## src/rtl/tm_sch_pri_mem_n.sv

```systemverilog
// tm_sch_pri_mem_n: N-bank scheduler control memory arbitrating app reads against PIO read/write,
// with post-reset zero sweep, bounded PIO starvation, write forwarding and broadcast writes.
module tm_sch_pri_mem_n #(
    parameter int NUM_BANKS    = 8,
    parameter int WIDTH        = 16,
    parameter int DEPTH_NBITS  = 4,
    parameter int PIO_NBITS    = 32,
    parameter int PIO_MAX_WAIT = 4
) (
    input  logic                             clk,
    input  logic                             rst_n,
    input  logic [PIO_NBITS-1:0]             reg_addr,
    input  logic [PIO_NBITS-1:0]             reg_din,
    input  logic                             reg_rd,
    input  logic                             reg_wr,
    input  logic [NUM_BANKS-1:0]             reg_ms,
    input  logic [NUM_BANKS-1:0]             app_rd,
    input  logic [NUM_BANKS*DEPTH_NBITS-1:0] app_raddr,
    output logic [NUM_BANKS-1:0]             app_ack,
    output logic [NUM_BANKS*WIDTH-1:0]       app_rdata,
    output logic [NUM_BANKS-1:0]             mem_ack,
    output logic [NUM_BANKS*PIO_NBITS-1:0]   mem_rdata,
    output logic                             init_done
);
    localparam int WN = $clog2(PIO_MAX_WAIT + 2);
    typedef enum logic {INIT, RUN} state_e;
    state_e                 state_q, state_d;
    logic [DEPTH_NBITS-1:0] init_cnt_q, init_cnt_d, reg_idx, ws_addr_q;
    logic                   ws_vld_q, run, unused_bits;
    logic [NUM_BANKS-1:0]   ws_ms_q;
    logic [WIDTH-1:0]       ws_data_q;
    assign run         = state_q == RUN;
    assign init_done   = run;
    assign reg_idx     = reg_addr[DEPTH_NBITS+1:2];
    assign unused_bits = ^{reg_addr, reg_din};
    always_comb begin
        state_d    = state_q;
        init_cnt_d = init_cnt_q;
        if (!run) begin
            init_cnt_d = init_cnt_q + 1'b1;
            state_d    = &init_cnt_q ? RUN : INIT;
        end
    end
    // Write stage: one cycle of latency before RAM commit, bridged by forwarding.
    always_ff @(posedge clk or negedge rst_n) begin
        if (!rst_n) begin
            state_q    <= INIT;
            init_cnt_q <= '0;
            ws_vld_q   <= 1'b0;
            ws_ms_q    <= '0;
            ws_addr_q  <= '0;
            ws_data_q  <= '0;
        end else begin
            state_q    <= state_d;
            init_cnt_q <= init_cnt_d;
            ws_vld_q   <= run && reg_wr;
            if (run && reg_wr) begin
                ws_ms_q   <= reg_ms;
                ws_addr_q <= reg_idx;
                ws_data_q <= reg_din[WIDTH-1:0];
            end
        end
    end
    for (genvar b = 0; b < NUM_BANKS; b++) begin : g_bank
        logic [WIDTH-1:0]       mem_q [2**DEPTH_NBITS];
        logic                   pend_q, ack_q, mack_q, pio_win, app_win, fwd;
        logic [WN-1:0]          wait_q;
        logic [DEPTH_NBITS-1:0] paddr_q, app_addr, rd_addr;
        logic [WIDTH-1:0]       rd_data, rdata_q;
        logic [PIO_NBITS-1:0]   mdata_q;
        always_comb begin
            app_addr = app_raddr[b*DEPTH_NBITS +: DEPTH_NBITS];
            pio_win  = pend_q && (!app_rd[b] || wait_q == WN'(PIO_MAX_WAIT));
            app_win  = run && app_rd[b] && !pio_win;
            rd_addr  = pio_win ? paddr_q : app_addr;
            fwd      = ws_vld_q && ws_ms_q[b] && ws_addr_q == rd_addr;
            rd_data  = fwd ? ws_data_q : mem_q[rd_addr];
        end
        always_ff @(posedge clk) begin
            if (!run)
                mem_q[init_cnt_q] <= '0;
            else if (ws_vld_q && ws_ms_q[b])
                mem_q[ws_addr_q] <= ws_data_q;
        end
        // A new PIO read is only accepted when the bank has none outstanding.
        always_ff @(posedge clk or negedge rst_n) begin
            if (!rst_n) begin
                pend_q  <= 1'b0;
                paddr_q <= '0;
                wait_q  <= '0;
                ack_q   <= 1'b0;
                mack_q  <= 1'b0;
                rdata_q <= '0;
                mdata_q <= '0;
            end else begin
                pend_q  <= pio_win ? 1'b0 : (pend_q || (run && reg_rd && reg_ms[b]));
                paddr_q <= (!pend_q && reg_rd && reg_ms[b]) ? reg_idx : paddr_q;
                wait_q  <= pio_win ? '0 : (pend_q && app_win) ? wait_q + 1'b1 : wait_q;
                ack_q   <= app_win;
                mack_q  <= pio_win;
                rdata_q <= app_win ? rd_data : rdata_q;
                mdata_q <= pio_win ? PIO_NBITS'(rd_data) : mdata_q;
            end
        end
        assign app_ack[b]                             = ack_q;
        assign mem_ack[b]                             = mack_q;
        assign app_rdata[b*WIDTH +: WIDTH]            = rdata_q;
        assign mem_rdata[b*PIO_NBITS +: PIO_NBITS]    = mdata_q;
    end
endmodule

```

## config.mk

```make
export PLATFORM = sky130hd
export DESIGN_NAME = tm_sch_pri_mem_n
export DESIGN_NICKNAME = d
export VERILOG_FILES = /design/src/rtl/tm_sch_pri_mem_n.sv
export SDC_FILE = /design/constraint.sdc
export NUM_CORES = 2
export LEC_CHECK = 0
export ABC_AREA = 1
export BUFFER_PORTS_ARGS = -buffer_cell sky130_fd_sc_hd__buf_2
export CAP_MARGIN = 5
export CORE_ASPECT_RATIO = 0.9
export CORE_MARGIN = 2
export CORE_UTILIZATION = 40
export CTS_CLUSTER_SIZE = 25
export DETAILED_ROUTE_END_ITERATION = 10
export HOLD_SLACK_MARGIN = 0.02
export PLACE_DENSITY = 0.62
export SYNTH_ARGS = -nofsm -noshare
export SYNTH_HDL_FRONTEND = slang
export SYNTH_SLANG_ARGS = --single-unit
```

## constraint.sdc

```tcl
create_clock -name clk -period 3.2 [get_ports clk]
set_input_delay 0.64 -clock clk [delete_from_list [all_inputs] [get_ports clk]]
set_output_delay 0.64 -clock clk [all_outputs]
set_load 0.03 [all_outputs]
```

==> results by group <==
Power and ir drop
  – Pwr Density: about 630 nW/µm²
  – Pwr Total: about 79 mW
  – Comb power frac: 0.184
  – P_int: around 55 mW
  – Leak: approximately 55 nW
  – Part of the power in registers: 0.463
  – Switch share: 0.304
  – Clock share of power: 0.353
  – Worst vdd ir: 0.540 mV
  – Switching power: between 20 and 25 mW

Clocking
  – Post-CTS Setup Repair Bufs: 0
  – H-Tree Depth: 4
  – Clk slew on worst S/H paths: roughly 0.060 ns
  – Cts bufs inserted: 243
  – Max Root-Sink Buffers: 4
  – CTS tree: yes
  – Clk sinks: 2,418
  – CTS Root Cell: clkbuf_16
  – Clk_lat worst skew: 0.91 ns

Timing
  – Setup ws final: around 0.13 ns
  – Total negative setup slack: 0 ns
  – Final hold violations: 0
  – Slew Limit Fails: 0
  – Worst-margin pin slew: around 1.3 ns
  – Max Fclk: 0.325 GHz
  – Max_slew headroom: 0.156
  – Final min period: roughly 3 ns
  – Endpoints failing setup: 0
  – Period utilisation layout: 0.960
  – Clock Skews: between 0.02 and 0.03 ns
  – RSZ-0062 raised after global routing: false

Route
  – Remaining DRCs: 0
  – Post-DRT Antenna Nets: 0
  – First-pass DRT Iterations: 8
  – Vias: approximately 81,000
  – Via density: roughly 5.3
  – DRT Wirelength: around 350,000 µm
  – Routed len/inst: between 20 and 25 µm
  – 1st-iter DRT viols: 9,184

Logic synthesis
  – Largest family of logic cells by synthesized area: simple AND/OR/NAND/NOR gates
  – Yosys reg bits: 2,418
  – Simple-Gate Fraction of Synth Area: 0.231
  – Main flop type after synthesis: edfxtp_1
  – Mux cell area share after synthesis: 0
  – Synth Area in XOR/XNOR: 0.00212
  – Cell area after synthesis: about 110,000 µm²
  – Seq/Total Area, Yosys: 0.647
  – Complex-gate fraction of the synthesized area: 0.00840
  – Post-Synth Adder-Cell Area: 0.00194
  – Distinct cells, synth: 36
  – Post-Synthesis Cells: roughly 11,000
  – Post-Syn Area per Cell: between 9 and 10 µm²
  – EDFF count, synth: between 2,000 and 2,500
  – Synth async-reset ratio: 0.153
  – Yosys warnings: 0

Critical path
  – Critical Path RT: roughly 3.8 ns
  – R2r setup slk: around 0.13 ns
  – Critical Path End: g_bank[1].mem_q[8][12]
  – Critical Path Fanout Max: 12
  – Worst Setup Path Type: flip-flop to flip-flop
  – FF-to-FF End: g_bank[1].mem_q[8][12]
  – Worst R2R Path Depth: 7
  – CP Data Arrival Time: 3.64 ns
  – Startpoint type of the worst setup path: flip-flop
  – Crit-path leading delay family: buffers and inverters
  – Critical Path Stages: 7
  – Worst setup path start: init_done
  – Reg-to-Reg Start: init_done
  – Worst path most repeated cell: buf_4
  – Crit path capture type: flip-flop
  – Critical-path cell list: buf_4 > nand2_1 > buf_4 > o21ai_0 > nand2_1 > nor2_1 > buf_4
  – CP Buf/Inv Count: 3
  – CP max-delay cell: dfrtp_2
  – Slowest stage delay, CP: 0.58 ns

Global routing
  – Total grt overflow: 0
  – Global-route wire length before repair: ~510,000 µm
  – Largest net degree at the start of global routing: 97
  – Vias in the first global route: approximately 78,000
  – Initial antenna violation count: 28
  – Overall Global Routing Usage: 0.246

Floorplan
  – I/O Pins: a little over 500
  – Core area: 273,000 µm²
  – Cell row count: around 180
  – Die X: 555 µm
  – Initial Util: 0.401
  – Die height: roughly 500 µm
  – Die area: about 280,000 µm²

Final layout
  – Final #Nets: 11,700
  – Share of cells above drive strength 1: 0.120
  – Final core occ: 0.458
  – Fillers: around 25,000
  – Synth-to-layout area growth: 14.2%
  – Fin cells: 15,400

Placed design
  – Setup WS pre-CTS: 0.0888 ns
  – Placed insts: 14,900
  – Port buffer count: 344
  – HPWL Detailed: 214,000 µm
  – Routability cong.: about 0.88

Outcome
  – Status: finished clean

Min path
  – Hold Path Class: input port to flip-flop

Run
  – Max-cap viol count: 0
-- flip-flops by register name, indices dropped and copies added (netlist names), 16 cells and up --
signal and count:
g_bank.mdata_q 128, ws_data_q 16, g_bank.rdata_q 128, g_bank.mem_q 2048
g_bank.paddr_q 32, g_bank.wait_q 24
-- cell type report --
cell class	instances	area, µm²	area share
inverters	2221	8340	0.0668
well taps	3588	4490	0.0359
repair buffers	814	6010	0.0481
multi-input cells	5882	27600	0.221
flip-flops and latches	2418	70800	0.566
clock inverters	123	1000	0.00800
clock buffers	320	6630	0.0530
diodes	20	50.0	0.000401
-- metrics by stage --
step	cell area [µm²]	hold slack, ns
global placement	117000	0.460
detailed placement	117000	0.460
finish	125000	0.0736
floorplan	110000	0.344
global route	125000	0.0625
CTS	125000	0.0233
-- power by group through the flow --
stage               registers [mW]  clock network [mW]  logic, mW
finish                        36.5                27.8       14.6
CTS                           36.5                28.1       14.5
floorplan                     38.9                   0       6.82
global route                  36.7                29.3       15.6
global placement              37.1                   0       14.2
detailed placement            37.2                   0       14.5
-- synthesized netlist by cell type, types with 2 or more instances --
master | instances | share of area
inv_1 | 2180 | 0.075
nand3_2 | 47 | 0.0043
nor2_4 | 4 | 0.00041
o22ai_1 | 8 | 0.00046
o21ai_4 | 11 | 0.0016
inv_2 | 7 | 0.00024
edfxtp_1 | 2048 | 0.56
xnor2_1 | 3 | 0.00024
buf_2 | 242 | 0.011
nand2_1 | 2253 | 0.077
inv_4 | 2 | 0.00011
clkbuf_1 | 252 | 0.0086
a22o_1 | 7 | 0.00056
nand2_4 | 6 | 0.00062
nand4_1 | 81 | 0.0046
dfrtp_1 | 370 | 0.085
xor2_1 | 9 | 0.00072
buf_4 | 169 | 0.012
nand3_4 | 4 | 0.00064
and3_1 | 7 | 0.00040
nor3_1 | 31 | 0.0014
o21ai_1 | 6 | 0.00027
clkinv_1 | 32 | 0.0011
o21ai_2 | 6 | 0.00048
nand3_1 | 2841 | 0.13
buf_6 | 6 | 0.00062
ha_1 | 17 | 0.0019
a21oi_1 | 7 | 0.00032
o21ai_0 | 102 | 0.0047
nor2_2 | 7 | 0.00040
nor2_1 | 263 | 0.0090
buf_1 | 47 | 0.0016
xor2_4 | 4 | 0.0010
nand2_2 | 29 | 0.0017
-- logic make-up after synthesis --
group	after synthesis
compound gates	147
xor+xnor	17
fa+ha+maj	17
buf+inv	2937
flops	2418
other cells	1
simple gates	5573
-- timing repair --
| action | in CTS | in global routing |
|---|---|---|
| resized for setup | 0 | 0 |
| hold buffers | 23 | 0 |
| hold endpoints to repair | 64 | 0 |
-- placed cells by master, fill, tap and decap left out, types with 20 or more instances in the layout --
| cell | instances |
|---|---|
| buf_12 | 55 |
| clkbuf_1 | 57 |
| nand2_1 | 2235 |
| nand2_2 | 41 |
| o21ai_0 | 95 |
| buf_4 | 392 |
| diode_2 | 20 |
| inv_1 | 2179 |
| nor3_2 | 24 |
| clkinv_1 | 62 |
| inv_2 | 23 |
| clkbuf_16 | 248 |
| nand3_2 | 55 |
| nand3_1 | 2833 |
| dfrtp_1 | 369 |
| buf_2 | 343 |
| nand4_1 | 81 |
| dlygate4sd3_1 | 23 |
| nor2_2 | 85 |
| o21ai_4 | 22 |
| clkinv_2 | 45 |
| edfxtp_1 | 2048 |
| nor2_1 | 184 |
| conb_1 | 128 |
-- worst register-to-register path, delay by kind of cell, from the launching register on --
| kind | cells | cell delay (ns) |
|---|---|---|
| buffers and inverters | 3 | 0.89 |
| AND/OR/NAND/NOR | 3 | 0.84 |
| flip-flops | 1 | 0.58 |
| AO/OA/AOI/OAI | 1 | 0.40 |
-- metal layers --
metal	part of all wire	GRT usage	up-vias
met5	0.00026	0	-
met4	0.050	0.121	14
met3	0.10	0.0519	739
met2	0.46	0.390	4074
met1	0.39	0.320	39400
li1	-	-	37000
-- how the worst min path moves through the flow --
stage	startpoint	to	slack, ns	depth (start not counted)
2_1_floorplan	rst_n	g_bank[0].ack_q	0.34	0
3_3_place_gp	g_bank[0].mdata_q[1]	g_bank[0].mdata_q[1]	0.46	2
3_5_place_dp	g_bank[4].mdata_q[3]	g_bank[4].mdata_q[3]	0.46	2
4_1_cts	reg_ms[2]	ws_ms_q[2]	0.02	3
5_1_grt	reg_ms[2]	ws_ms_q[2]	0.06	3
6_report	reg_ms[2]	ws_ms_q[2]	0.07	3
Note: power is estimated with default switching activity, not from simulation.
